===== config.mk =====
export PLATFORM = sky130hd
export DESIGN_NAME = div_unit
export DESIGN_NICKNAME = d
export VERILOG_FILES = /design/src/rtl/div_unit.sv
export SDC_FILE = /design/constraint.sdc
export NUM_CORES = 1
export LEC_CHECK = 0
export BUFFER_PORTS_ARGS = -buffer_cell sky130_fd_sc_hd__buf_2
export CAP_MARGIN = 20
export CORE_MARGIN = 10
export CORE_UTILIZATION = 53
export CTS_CLUSTER_DIAMETER = 60
export DETAILED_ROUTE_END_ITERATION = 10
export PLACE_DENSITY = 0.75
export SLEW_MARGIN = 20
export SYNTH_ARGS = -nofsm -noshare
export SYNTH_HDL_FRONTEND = slang
export SYNTH_SLANG_ARGS = --single-unit

===== constraint.sdc =====
create_clock -name clk -period 3.1 [get_ports clk]
set_input_delay 0.31 -clock clk [delete_from_list [all_inputs] [get_ports clk]]
set_output_delay 0.31 -clock clk [all_outputs]
set_load 0.1 [all_outputs]

===== src/rtl/div_unit.sv =====
// div_unit: 32-bit signed/unsigned restoring divider, one quotient bit per cycle,
// result {remainder, quotient} held until the requester drops start_i.
module div_unit (
    input  logic        clk,
    input  logic        rst,
    input  logic        start_i,
    input  logic        annul_i,
    input  logic        signed_div_i,
    input  logic [31:0] opdata1_i,
    input  logic [31:0] opdata2_i,
    output logic [63:0] result_o,
    output logic        ready_o
);
    typedef enum logic [1:0] {FREE, BY_ZERO, ON, END} state_t;
    state_t state, state_next;
    logic [64:0] w;
    logic [31:0] divisor, op1_mag, op2_mag, quo_fix, rem_fix;
    logic [32:0] trial;
    logic [5:0]  cnt;
    logic        neg_q, neg_r, go;
    assign go      = start_i && !annul_i;
    assign op1_mag = (signed_div_i && opdata1_i[31]) ? -opdata1_i : opdata1_i;
    assign op2_mag = (signed_div_i && opdata2_i[31]) ? -opdata2_i : opdata2_i;
    assign trial   = {1'b0, w[63:32]} - {1'b0, divisor};
    assign quo_fix = neg_q ? -w[31:0] : w[31:0];
    assign rem_fix = neg_r ? -w[64:33] : w[64:33];
    always_comb begin
        state_next = state;
        case (state)
            FREE:    state_next = go ? ((opdata2_i == 32'd0) ? BY_ZERO : ON) : FREE;
            BY_ZERO: state_next = END;
            ON:      state_next = annul_i ? FREE : ((cnt == 6'd32) ? END : ON);
            END:     state_next = start_i ? END : FREE;
            default: state_next = FREE;
        endcase
    end
    always_ff @(posedge clk) begin
        if (rst) state <= FREE;
        else     state <= state_next;
    end
    // Working register holds {partial remainder, dividend/quotient bits, spare}.
    always_ff @(posedge clk) begin
        if (rst) begin
            w        <= '0;
            divisor  <= '0;
            cnt      <= '0;
            neg_q    <= 1'b0;
            neg_r    <= 1'b0;
            ready_o  <= 1'b0;
            result_o <= '0;
        end else begin
            case (state)
                FREE: begin
                    ready_o  <= 1'b0;
                    result_o <= '0;
                    if (go && opdata2_i != 32'd0) begin
                        cnt     <= '0;
                        w       <= {32'b0, op1_mag, 1'b0};
                        divisor <= op2_mag;
                        neg_q   <= signed_div_i & (opdata1_i[31] ^ opdata2_i[31]);
                        neg_r   <= signed_div_i & opdata1_i[31];
                    end
                end
                BY_ZERO: begin
                    ready_o  <= 1'b1;
                    result_o <= '0;
                end
                ON: begin
                    if (annul_i) begin
                        ready_o  <= 1'b0;
                        result_o <= '0;
                    end else if (cnt == 6'd32) begin
                        ready_o  <= 1'b1;
                        result_o <= {rem_fix, quo_fix};
                    end else begin
                        cnt <= cnt + 6'd1;
                        w   <= trial[32] ? {w[63:0], 1'b0} : {trial[31:0], w[31:0], 1'b1};
                    end
                end
                END: begin
                    if (!start_i) begin
                        ready_o  <= 1'b0;
                        result_o <= '0;
                    end
                end
                default: begin
                    ready_o  <= 1'b0;
                    result_o <= '0;
                end
            endcase
        end
    end
endmodule


==> results of run 1 <==
## worst max-delay path: cells and delay by family, from the launching register on
family | cells | cell delay, ps
AOI/OAI and AO/OA | 2 | 400
DFF | 1 | 360
xor gates and xnor gates | 1 | 110
and+or+nand+nor | 5 | 1940
## per-layer routing
| layer | wire length [µm] | vias up | part of all wire, % | GRT usage, % |
|---|---|---|---|---|
| met5 | 0 | - | 0 | 0 |
| li1 | - | 5242 | - | - |
| met1 | 15200 | 4767 | 50 | 32.8 |
| met3 | 1880 | 24 | 6.2 | 4.45 |
| met4 | 320 | 0 | 1.1 | 4.47 |
| met2 | 12800 | 286 | 42 | 32.5 |
## metrics by stage
stage	utilization [%]	TNS, ps
5_1_grt	62.5	-55.8
4_1_cts	62.3	0
6_report	62.5	0
3_5_place_dp	59.5	0
2_1_floorplan	-	0
3_3_place_gp	59.5	0
## worst paths after layout
kind	startpoint	slack [ps]	to
worst min-delay path	opdata2_i[0]	180	divisor[0]$_SDFFE_PP0P_
worst max-delay path	w[5]$_SDFFE_PP0P_	180	result_o[30]$_SDFFE_PP0P_
worst min register to register	divisor[31]$_SDFFE_PP0P_	470	divisor[31]$_SDFFE_PP0P_
worst max register to register	w[5]$_SDFFE_PP0P_	180	result_o[30]$_SDFFE_PP0P_
## area by class of cell
cell class              instances  area, µm²  share of cell area, %
flip-flops and latches        172       3440                   27.4
multi-input cells            1100       6880                   54.7
repair buffers                184       1130                   8.96
inverters                      55        206                   1.64
clock buffers                  17        425                   3.39
clock inverters                15        151                   1.20
well taps                     270        338                   2.69
## cell usage in the layout (no fill, tap or decap), drive strengths merged, types with 16 or more instances in the layout
| cell type | synthesis | layout |
|---|---|---|
| or3 | 19 | 19 |
| o41ai | 18 | 18 |
| a21oi | 95 | 95 |
| a22o | 25 | 25 |
| inv | 55 | 62 |
| clkbuf | 61 | 17 |
| a211oi | 35 | 35 |
| o31ai | 25 | 25 |
| xor2 | 46 | 46 |
| xnor2 | 106 | 106 |
| or4 | 16 | 16 |
| nand2 | 192 | 192 |
| buf | 18 | 184 |
| a22oi | 54 | 54 |
| a31oi | 16 | 16 |
| nor3 | 20 | 20 |
| dfxtp | 172 | 172 |
| o21ai | 120 | 120 |
| nor2 | 145 | 145 |
| ha | 44 | 44 |
## report_power, final
group,switching [mW],total [mW],internal [mW]
combinational,1.22,2.00,0.775
clock,1.02,2.09,1.07
sequential,0.156,2.51,2.36
## repair_timing
item | in CTS | in global routing
setup buffers | 0 | 1
gates resized for setup | 0 | 10
setup endpoints to repair | 0 | 21
## registers in the layout, indices dropped and copies added (netlist names)
signal and count:
cnt 6, divisor 32, neg_q 1, neg_r 1
ready_o 1, result_o 64, state 2, w 65
## cells by family (layout without fill, tap and decap cells)
| family | Yosys count | after routing | share of synthesized area (%) |
|---|---|---|---|
| and+or+nand+nor | 471 | 471 | 19.7 |
| adders and majority gates | 45 | 45 | 5.29 |
| muxes | 2 | 2 | 0.186 |
| buffers and inverters | 134 | 271 | 4.78 |
| AOI/OAI and AO/OA | 430 | 430 | 25.7 |
| xor gates and xnor gates | 152 | 152 | 12.3 |
| DFF | 172 | 172 | 31.9 |
==> flow_metrics.tcl, run 1 <==
set metrics [dict create \
    run_status "finished clean" \
    cts_root_buffer "clkbuf_16" \
    syn_area_per_cell_um2 7.67 \
    path_class "reg -> reg" \
    yosysWarnings 0 \
    rows 52 \
    ys_top_cells_by_area "dfxtp_1 (32%), xnor2_1 (8.6%), nand2_1 (6.7%)" \
    ys_top_cells_by_count "nand2_1 (192), dfxtp_1 (172), nor2_1 (145)" \
    grt_pass1_wl_um 49000 \
    synthFlopType "dfxtp_1" \
    maxSlewHeadroom_pct 42.4 \
    die_height_um 163 \
    syn_nets 1520 \
    place_ws_ps 33.7 \
    slew_viol_final 0 \
    timing.hold.ws_ps 179 \
    grt_antenna_before_repair 0 \
    wl_um 30200 \
    yosysTopAreaCellShare_pct 31.9 \
    holdPathStages 3 \
    worstSetupEndpointType "flip-flop" \
    area_growth_pct 16.6 \
    dp_cells 1780 \
    crit_path_start_kind "flip-flop" \
    crit_slowest_cell "or4b_4" \
    cts_tree "yes" \
    fin_ws_ps 177 \
    synthesis.area_um2 10800 \
    dpl_cell_area_um2 12000 \
    synth.yosys.seq_area_share_pct 31.9 \
    arrival_ps 3250 \
    cp.required_ps 3430 \
    nets 1644 \
    cts_made_buffers 17 \
    clock_latency_ps 430 \
    hold_viol 0 \
    via_count 10300 \
    power_mw 6.60 \
    yosysUniqueCellTypes 64 \
    drive_gt1_share_pct 15.8 \
    vias_per_cell 5.69 \
    syn_inst 1406 \
    start_util_pct 53.6 \
    place.detailed.hpwl_um 23200 \
    setup_viol 0 \
    path_max_fanout 6 \
    drtAntennaViolNets 0 \
    place.port_buffers 133 \
    wl_per_cell_um 16.7 \
    path_clk_slew_ps 70 \
    grt_overflow 0 \
    path_cells "or2_1 -> or4_4 -> or2_1 -> or3_4 -> or4b_4 -> o41ai_4 -> xnor2_1 -> a22o_1" \
    cp_slowest_stage_delay_ps 550 \
    fillers 1784 \
    grtUsageTotal_pct 22.2 \
    design_area_um2 12600 \
    clock_skew_ps 13.7 \
    post-route-period-util_pct 94.3 \
    place_congestion 0.964 \
    synth_edf_count 0 \
    ios 134 \
    drc_errors 0 \
    min_period_ps 2920 \
    ys_ff_latch 172 \
    rr_worst_depth 8 \
    yosysMostFrequentCell "nand2_1" \
    fmax_mhz 342 \
    cts_hold_buf 0 \
    worstMarginPinSlew_ps 862 \
    synthArstFlopShare_pct 0 \
    stdcell_count 1813 \
    grt_pass1_vias 9471 \
    pwr_density_cell_nw_per_um2 525 \
    critPathMostFrequentCell "or2_1" \
    core_um2 20100 \
    die-width_um 163 \
    leakagePower_nw 5.27 \
    yosysTopAreaCell "dfxtp_1" \
    grt_start_max_net_pins 49 \
    h-tree-depth 4 \
    clock_sinks 172 \
    irDropWorstVdd_mv 0.422 \
    n_antenna_cell 0 \
    dieArea_um2 26400 \
    min_path_type "in -> reg" \
    maxCapViolations 0 \
    cts_buffer_depth 2 \
    drt_iter0_drc 881 \
    first_pass_iters 5 \
]
No activity file was read; power rests on OpenSTA's default activity.
==> run 2, diff against run 1 <==
--- a/config.mk
+++ b/config.mk
@@ -8,10 +8,10 @@
 export BUFFER_PORTS_ARGS = -buffer_cell sky130_fd_sc_hd__buf_2
 export CAP_MARGIN = 20
 export CORE_MARGIN = 10
-export CORE_UTILIZATION = 53
+export CORE_UTILIZATION = 40
 export CTS_CLUSTER_DIAMETER = 60
 export DETAILED_ROUTE_END_ITERATION = 10
-export PLACE_DENSITY = 0.75
+export PLACE_DENSITY = 0.59
 export SLEW_MARGIN = 20
 export SYNTH_ARGS = -nofsm -noshare
 export SYNTH_HDL_FRONTEND = slang
==> run 2 against run 1 <==
Core utilization shrank 15 points. Total power shrank 2.1%. Register-to-register slack lost 97 ps. Sequential share of layout area shrank 0.14 points. Setup slack lost 97 ps. Flip-flop and latch count is the same. Combinational power shrank 3%. Die area grew 28%. Via count shrank 1.0%. Critical path type unchanged.
==> flow_metrics.tcl, run 2 (synthesis results as in run 1) <==
set metrics [dict create \
    mostFrequentLayoutCell "nand2_1" \
    grt_pass1_wl_um 49100 \
    cts_buffer_depth 2 \
    drive_gt1_share_pct 15.9 \
    dieArea_um2 33900 \
    min_period_ps 3020 \
    cp_slowest_stage_delay_ps 650 \
    clock_latency_ps 430 \
    maxCapViolations 0 \
    run_status "finished clean" \
    dpl_cell_area_um2 12100 \
    leakagePower_nw 5.24 \
    place.detailed.hpwl_um 23600 \
    crit_slowest_cell "or4b_2" \
    first_pass_iters 5 \
    timing.hold.ws_ps 188 \
    rows 60 \
    die_height_um 184 \
    worstMarginPinSlew_ps 1080 \
    vias_per_cell 5.41 \
    place.port_buffers 133 \
    post-route-util_pct 47.2 \
    cts_made_buffers 17 \
    slew_viol_final 0 \
    wl_um 31000 \
    nets 1649 \
    die-width_um 184 \
    drt_iter0_drc 666 \
    worstSetupEndpointType "flip-flop" \
    fmax_mhz 331 \
    start_util_pct 40.3 \
    area_growth_pct 17.1 \
    most-common-layout-cells "nand2_1 (190), dfxtp_1 (172), nor2_1 (144)" \
    ios 134 \
    path_max_fanout 3 \
    path_cells "ha_1 -> a21oi_1 -> o21ai_0 -> or4b_2 -> o21ai_0 -> o21ai_0 -> or2_2 -> a31oi_1 -> xnor2_1 -> o21ai_0" \
    pwr_density_cell_nw_per_um2 512 \
    top_regs "w (65), result_o (64), divisor (32)" \
    cts_hold_buf 0 \
    arrival_ps 3330 \
    path_class "reg -> reg" \
    tns_ps 0 \
    rr_worst_depth 10 \
    cp.required_ps 3410 \
    clock_sinks 172 \
    irDropWorstVdd_mv 0.390 \
    drc_errors 0 \
    grt_antenna_before_repair 1 \
    grt_start_max_net_pins 70 \
    critPathMostFrequentCell "o21ai_0" \
    via_count 10200 \
    drtAntennaViolNets 0 \
    holdPathStages 3 \
    power_mw 6.46 \
    path_clk_slew_ps 70 \
    min_path_type "in -> reg" \
    h-tree-depth 4 \
    hold_viol 0 \
    grt_pass1_vias 9410 \
    grt_overflow 0 \
    post-route-period-util_pct 97.4 \
    largest_reg_flops 65 \
    maxSlewHeadroom_pct 27.7 \
    grtUsageTotal_pct 17.7 \
    place_congestion 0.904 \
    wl_per_cell_um 16.4 \
    setup_viol 0 \
    crit_path_start_kind "flip-flop" \
    clock_skew_ps 12.8 \
    fillers 2727 \
    core_um2 26700 \
    cts_tree "yes" \
    cts_root_buffer "clkbuf_16" \
    largest-register "w" \
    design_area_um2 12600 \
]
==> run 2: cell count changes in the layout (fill, tap and decap cells not counted), moves of 2 or more <==
cell        before  now
o21ai_1          5    2
inv_6            6    1
buf_12           6    3
o21ai_0        115  117
clkinv_8         3    0
buf_4           46   53
clkinvlp_4       1    7
==> run 2: per-stage QoR <==
| stage | worst slack (ps) | instances |
|---|---|---|
| final | 79.5 | 1888 |
| after global routing | -1.40 | 1888 |
| after global placement | 90.4 | 1857 |
| after CTS | 101 | 1887 |
| after detailed placement | 6.17 | 1857 |
| after floorplan | 115 | 1406 |
==> run 2: area by class of cell <==
cell class                      count  area (µm²)  share of cell area [%]
Multi-Input combinational cell   1100        6880                    54.5
Sequential cell                   172        3440                    27.3
Timing Repair Buffer              189        1130                    8.95
Clock buffer                       18         439                    3.48
Tap cell                          341         427                    3.38
Inverter                           55         206                    1.64
Clock inverter                     12        95.1                   0.753
Antenna cell                        1        2.50                  0.0198
==> run 2: per-layer routing <==
layer	global-route usage (%)	vias up	routed length, µm
li1	-	5249	-
met4	4.39	0	346
met3	3.31	19	1590
met2	26.9	233	13200
met1	25.1	4711	15900
met5	0	-	0
==> run 2: path summary, 6_finish.rpt <==
path,from,end,slack [ps]
setup reg to reg,w[41]$_SDFFE_PP0P_,w[63]$_SDFFE_PP0P_,80
hold reg to reg,result_o[24]$_SDFFE_PP0P_,result_o[24]$_SDFFE_PP0P_,470
setup / recovery,w[41]$_SDFFE_PP0P_,w[63]$_SDFFE_PP0P_,80
hold / removal,opdata2_i[1],divisor[1]$_SDFFE_PP0P_,190
==> run 2: critical path: cells and delay by family, from the launching register on <==
kind	cells	cell delay, ps
adders and majority gates	1	310
and+or+nand+nor	2	950
AOI/OAI and AO/OA	6	1140
xor gates and xnor gates	1	140
DFF	1	350
==> run 2: timing repair <==
action | in CTS | in global routing
setup endpoints to repair | 0 | 32
buffers inserted | 0 | 0
resized for setup | 0 | 8
==> run 2: report_power, final <==
part,switching [mW],internal [mW],leakage [nW]
logic,1.19,0.758,3.61
registers,0.171,2.36,1.39
clock network,0.943,1.04,0.240
total,2.30,4.16,5.24
